**src/rtl/aes128_iter_ctrl.sv**
```systemverilog
// Iterative AES-128 encryption controller: sequences ten rounds through an external
// round stage of ROUND_LAT cycles. Optional macro AES_CTRL_LAST_KEY_EN adds last_key.
module aes128_iter_ctrl #(
  parameter int ROUND_LAT = 1
) (
  input  logic         clk,
  input  logic         rst,
  input  logic         start,
  input  logic [127:0] key_in,
  input  logic [127:0] pt_in,
  output logic         ready,
  output logic         done,
  output logic [127:0] ct_out,
  output logic [3:0]   rnd_rc,
  output logic [127:0] rnd_key,
  output logic [127:0] rnd_state,
  input  logic [127:0] rnd_result,
  input  logic [127:0] rnd_keyout,
`ifdef AES_CTRL_LAST_KEY_EN
  output logic [127:0] last_key,
`endif
  output logic [1:0]   state_dbg
);

  localparam logic [1:0] S_IDLE = 2'd0;
  localparam logic [1:0] S_LOAD = 2'd1;
  localparam logic [1:0] S_RUN  = 2'd2;
  localparam logic [1:0] S_DONE = 2'd3;

  localparam logic [2:0] LAT      = 3'(ROUND_LAT);
  localparam logic [3:0] LAST_RND = 4'd9;

  logic [1:0]   fsm_q, fsm_d;
  logic [127:0] key_cap_q, key_cap_d;
  logic [127:0] pt_cap_q, pt_cap_d;
  logic [127:0] state_q, state_d;
  logic [127:0] key_q, key_d;
  logic [3:0]   rc_q, rc_d;
  logic [2:0]   wait_q, wait_d;
  logic [127:0] ct_q, ct_d;
`ifdef AES_CTRL_LAST_KEY_EN
  logic [127:0] last_key_q, last_key_d;
`endif

  always_comb begin
    fsm_d     = fsm_q;
    key_cap_d = key_cap_q;
    pt_cap_d  = pt_cap_q;
    state_d   = state_q;
    key_d     = key_q;
    rc_d      = rc_q;
    wait_d    = wait_q;
    ct_d      = ct_q;
`ifdef AES_CTRL_LAST_KEY_EN
    last_key_d = last_key_q;
`endif
    case (fsm_q)
      S_IDLE: begin
        if (start) begin
          key_cap_d = key_in;
          pt_cap_d  = pt_in;
          fsm_d     = S_LOAD;
        end
      end
      S_LOAD: begin
        // Initial AddRoundKey happens here so round 0 of the stage starts from pt ^ key.
        state_d = pt_cap_q ^ key_cap_q;
        key_d   = key_cap_q;
        rc_d    = 4'd0;
        wait_d  = 3'd0;
        fsm_d   = S_RUN;
      end
      S_RUN: begin
        if (wait_q == LAT) begin
          state_d = rnd_result;
          key_d   = rnd_keyout;
          wait_d  = 3'd0;
          if (rc_q == LAST_RND) begin
            ct_d  = rnd_result;
`ifdef AES_CTRL_LAST_KEY_EN
            last_key_d = rnd_keyout;
`endif
            fsm_d = S_DONE;
          end else begin
            rc_d = rc_q + 4'd1;
          end
        end else begin
          wait_d = wait_q + 3'd1;
        end
      end
      S_DONE: fsm_d = S_IDLE;
      default: fsm_d = S_IDLE;
    endcase
  end

  always_ff @(posedge clk) begin
    if (rst) begin
      fsm_q     <= S_IDLE;
      key_cap_q <= '0;
      pt_cap_q  <= '0;
      state_q   <= '0;
      key_q     <= '0;
      rc_q      <= '0;
      wait_q    <= '0;
      ct_q      <= '0;
`ifdef AES_CTRL_LAST_KEY_EN
      last_key_q <= '0;
`endif
    end else begin
      fsm_q     <= fsm_d;
      key_cap_q <= key_cap_d;
      pt_cap_q  <= pt_cap_d;
      state_q   <= state_d;
      key_q     <= key_d;
      rc_q      <= rc_d;
      wait_q    <= wait_d;
      ct_q      <= ct_d;
`ifdef AES_CTRL_LAST_KEY_EN
      last_key_q <= last_key_d;
`endif
    end
  end

  assign ready     = (fsm_q == S_IDLE);
  assign done      = (fsm_q == S_DONE);
  assign ct_out    = ct_q;
  assign rnd_rc    = rc_q;
  assign rnd_key   = key_q;
  assign rnd_state = state_q;
  assign state_dbg = fsm_q;
`ifdef AES_CTRL_LAST_KEY_EN
  assign last_key  = last_key_q;
`endif

endmodule

```
**config.mk**
```make
export PLATFORM = sky130hd
export DESIGN_NAME = aes128_iter_ctrl
export DESIGN_NICKNAME = d
export VERILOG_FILES = /design/src/rtl/aes128_iter_ctrl.sv
export SDC_FILE = /design/constraint.sdc
export NUM_CORES = 1
export LEC_CHECK = 0
export ABC_CLOCK_PERIOD_IN_PS = 2700
export BUFFER_PORTS_ARGS = -buffer_cell sky130_fd_sc_hd__buf_4
export CAP_MARGIN = 10
export CORE_AREA = 5 5 355 357
export DETAILED_ROUTE_END_ITERATION = 8
export DIE_AREA = 0 0 360 362
export PLACE_DENSITY = 0.43
export SETUP_SLACK_MARGIN = 0.4
export SYNTH_ARGS = -nofsm -noshare
export SYNTH_HDL_FRONTEND = slang
export SYNTH_SLANG_ARGS = --single-unit
```
**constraint.sdc**
```tcl
create_clock -name clk -period 2.7 [get_ports clk]
set_input_delay 0.405 -clock clk [delete_from_list [all_inputs] [get_ports clk]]
set_output_delay 0.405 -clock clk [all_outputs]
set_load 0.03 [all_outputs]
```
### Word-level counts from Yosys, hierarchy flattened

Index checks and enable logic that the tools add are counted.

* register bits after elaboration: 649
* input bits: 515
* word-level logic and storage cells: 40

* add/sub/neg operators: 2
* equality and inequality tests: 9
* multiplexer cells: 13
* bitwise operators: 1
* reductions and logical operators: 7

Operator list (count)
* case mux 128 bit (2 select lines): 2
* two-way mux 128 bit: 2
* XOR 128 bit: 1
* AND reduction 3 bit: 3
* two-way mux 4 bit: 2
* != test 2 bit, second input constant: 4
* case mux 2 bit (4 select lines): 1
* case mux 4 bit (2 select lines): 1
* two-way mux 2 bit: 3
* case mux 3 bit (2 select lines): 1
* adder 4 x 1 -> 4 bit, second input constant: 1
* == test 2 bit, second input constant: 2
* == test 4 bit, second input constant: 1
* AND reduction 2 bit: 2
* adder 3 x 1 -> 3 bit, second input constant: 1
* == test 3 x 1 -> 1 bit, second input constant: 1
* two-way mux 3 bit: 1
* == test 2 x 1 -> 1 bit, second input constant: 1
* logical NOT 2 bit: 1
* nonzero test 2 bit: 1

### Logic depth before layout (Yosys ltp)

* depth after elaboration: 4
* mapped depth: 9

### Worst setup path after synthesis

Ideal clock, no wire load.

* path type: flip-flop to flip-flop
* start point: register fsm_q[0] (netlist: state_dbg[0])
* end point: register key_cap_q[47]
* library setup time: 70 ps
* data arrival time: 1944 ps
* required time: 2630 ps
* path slack: 686 ps
* cell stages (with the launch flop): 8
* path buffers: 2
* cells stage by stage: dfxtp_1 > inv_1 > ha_1 > nand2_1 > clkbuf_1 > buf_1 > nand2_1 > a21oi_1

* longest elaborated chain between the ends: 2

RTL lines
* start: declaration: RTL line 33 `logic [1:0] fsm_q, fsm_d;`
* start signal: assignment: RTL line 110 `fsm_q <= fsm_d;`
* logical NOT 2 bit
* via ready: RTL line 11 `output logic ready,`
* AND reduction 2 bit (no line)
* end signal: assignment: RTL line 111 `key_cap_q <= key_cap_d;`
* end: declaration: RTL line 34 `logic [127:0] key_cap_q, key_cap_d;`

The timed path passes the listed nets, and every way through them passes these cells.
A chain may end at the register's enable or synchronous reset.

### Worst setup path in the final report

* start point: register fsm_q[0] (netlist: state_dbg[0])
* end point: output port ready

* longest elaborated chain between the ends: 1

RTL lines
* logical NOT 2 bit: RTL line 124 `assign ready = (fsm_q == S_IDLE);`
* end: declaration: RTL line 11

Every way passes these cells.

==> flow_metrics.py <==
metrics = {
    "grt": {
        "antenna_found_initial": 19,
        "grt_max_degree": 129,
        "grt_pass1_wl_mm": 177,
        "grt_usage": 0.179,
        "grt_pass1_vias": 25900,
        "grt-ovfl-total": 0,
    },
    "floorplanning": {
        "die_w_um": 360,
        "design.core.area_um2": 123000,
        "start_util": 0.216,
        "fp.dieH_um": 362,
        "rows": 129,
        "io_pins": 907,
        "die_area_um2": 130000,
    },
    "detailed_routing": {
        "first_iter_violations": 1408,
        "top_layer_used": "met5",
        "via_per_inst": 4.33,
        "wl_met3_mm": 7.18,
        "firstDrtPassIters": 5,
        "vias": 26000,
        "wl_per_cell_um": 20.6,
        "wl_met1_mm": 52.0,
        "ant_nets": 0,
        "route.met2.wl_mm": 59.7,
        "drc": 0,
        "drt_wl_total_mm": 124,
    },
    "critical_path": {
        "r2r_cells": 7,
        "cp_slowest_cell": "ha_1",
        "cp_data_arrival_time_ns": 1.76,
        "startpoint": "state_dbg[0]$_SDFFE_PP0P_",
        "regToRegSetupSlack_ns": 0.54,
        "crit_cells": 3,
        "rr_endpoint": "rnd_key[62]$_SDFFE_PP0P_",
        "critical_path.max_stage_delay_ns": 0.38,
        "r2r_start": "state_dbg[0]$_SDFFE_PP0P_",
        "critPathLaunchType": "flip-flop",
        "path_class": "flip-flop to output pin",
        "cp_max_fo": 5,
        "cp_top_family": "buffers and inverters",
        "path_cells": "inv_1 -> ha_1 -> buf_4",
        "crit_buf_inv": 2,
        "cp_data_required_time_ns": 2.30,
        "cp-end-kind": "output pin",
    },
    "logic_synthesis": {
        "yosys_warnings": 0,
        "ys_seq_elements": 649,
        "synth.avg_cell_area_um2": 8.43,
        "yosys-top-cells-area": "dfxtp_1 (49%), nand2_1 (11%), a21oi_1 (9.8%)",
        "yosysMostFrequentCell": "nand2_1",
        "synthCells": 3142,
        "synth_top_area_share": 0.491,
        "synth.distinct_cells": 38,
        "synthFlopType": "dfxtp_1",
        "synthArstFlopShare": 0,
        "syn_nets": 3664,
        "synth_commonest_cells": "nand2_1 (772), dfxtp_1 (649), a21oi_1 (516)",
        "synth-seq-area-share": 0.491,
        "synth_edf_count": 0,
        "yosys.area.top_type": "dfxtp_1",
        "netlist_area_um2": 26500,
    },
    "cts": {
        "numCtsBuffers": 83,
        "cts_tree": "built",
        "cts_max_path_buffers": 3,
        "root_buffer": "clkbuf_16",
        "clock_latency_ns": 0.63,
        "clkTransAtPathRegs_ns": 0.05,
        "clock_sinks": 649,
        "htreeDepth": 3,
    },
    "sta": {
        "period_share": 0.801,
        "layout_min_cycle_time_ns": 2.16,
        "setup_ws_ns": 0.537,
        "hold_slack_ns": 0.0632,
        "rsz0062_at_grt": "true",
        "tns_ns": 0,
        "fmax_mhz": 462,
        "fin_skew_ns": 0.0246,
        "hold_viol": 0,
        "max_slew_margin": 0.536,
        "drv_slew": 0,
        "finalSetupViolCount": 0,
        "tightest_slew_ns": 0.692,
    },
    "placed_design": {
        "pre_cts_ws_ns": 0.477,
        "gp_congestion": 0.829,
        "hpwl_mm": 91.1,
        "io_buffers": 906,
    },
    "worst_hold_path": {
        "hold_path_class": "primary input to flip-flop",
        "hold_end": "ct_out[42]$_SDFFE_PP0P_",
        "min_from": "rnd_result[42]",
        "holdPathStages": 3,
    },
    "power": {
        "peakVddDrop_mv": 0.425,
        "p_per_area_nw_per_um2": 926,
        "leakagePower_nw": 16.1,
    },
    "run_status": {
        "outcome": "complete, no violations",
    },
    "run": {
        "cap_violations": 0,
    },
    "layout": {
        "nets": 4820,
        "areaGrowthSynthToFinish_pct": 56.2,
        "drive_above_1_share": 0.278,
    },
}
==> through the flow <==
stage | instances | instance area [um^2] | power (W) | utilization
2_1_floorplan | 3142 | 26500 | 0.0214 | -
3_3_place_gp | 5507 | 35200 | 0.0270 | 0.287
3_5_place_dp | 5507 | 35200 | 0.0270 | 0.287
4_1_cts | 5993 | 41300 | 0.0388 | 0.337
5_1_grt | 6009 | 41400 | 0.0403 | 0.337
6_report | 6009 | 41400 | 0.0383 | 0.337
==> worst max-delay path by stage <==
stage	slack [ns]	endpoint
4_1_cts	0.45	ready
3_5_place_dp	0.48	rnd_state[103]$_SDFFE_PP0P_
6_report	0.54	ready
3_3_place_gp	0.51	rnd_state[90]$_SDFFE_PP0P_
2_1_floorplan	0.69	key_cap_q[47]$_SDFFE_PP0P_
5_1_grt	0.39	ready
==> cell families after synthesis <==
logic type / share of synthesized area
adder cells (fa/ha/maj): 0.00331
AND/OR/NAND/NOR: 0.183
multiplexers: 0.0493
flip-flops: 0.491
AO/OA/AOI/OAI: 0.185
buffers and inverters: 0.0471
XOR/XNOR: 0.0423
==> cell usage in the layout (no fill, tap or decap), types with 2 or more instances in the layout <==
cell type	instances
o21ai_0	2
a211oi_1	39
nand3_1	3
nor2_1	260
diode_2	14
mux2i_1	129
buf_4	949
bufinv_16	5
o22ai_1	128
inv_1	5
xnor2_1	128
nand3b_1	3
ha_1	6
buf_12	35
clkbuf_16	85
dfxtp_1	649
dlygate4sd3_1	341
nand2b_1	132
nor2b_1	2
nand2_1	771
clkinv_2	10
clkbuf_8	17
clkbuf_1	24
a21oi_1	516
inv_6	2
a211oi_2	90
==> layout make-up <==
class	count	area, um^2
inverter	5	18.8
fill	13100	81300
sequential	649	13000
clock inverter	19	234
timing repair buffer	1328	11300
multi-input combinational	2231	12300
clock buffer	126	2450
tap	1637	2050
antenna	14	35.0
==> repair_timing <==
item                                   CTS  global route
hold buffers                           341             0
setup endpoints to repair                0            15
setup buffers                            0             2
resized for setup                        0             2
endpoints found under the hold margin  341             0
==> metal layers <==
metal	track usage	vias up
met3	0.0456	204
met2	0.302	684
met5	0	-
met4	0.0744	4
li1	-	12800
met1	0.219	12300
==> flip-flops by register name, indices dropped and copies added (netlist names) <==
register / cells
ct_out: 128
key_cap_q: 128
pt_cap_q: 128
rnd_key: 128
rnd_state: 128
rnd_rc: 4
wait_q: 3
state_dbg: 2
==> tightest hold or removal path, cell delays in order <==
cell     delay [ns]
buf_4          0.12
nand2_1        0.05
a21oi_1        0.05
==> report_power, final <==
part / total, W / leakage, nW / internal, W / switching, W
Clock: 0.0112 / 1.32 / 0.00670 / 0.00447
Combinational: 0.0141 / 9.52 / 0.00547 / 0.00865
Sequential: 0.0130 / 5.29 / 0.0115 / 0.00147
Total: 0.0383 / 16.1 / 0.0237 / 0.0146
Note: power is estimated with default switching activity, not from simulation.
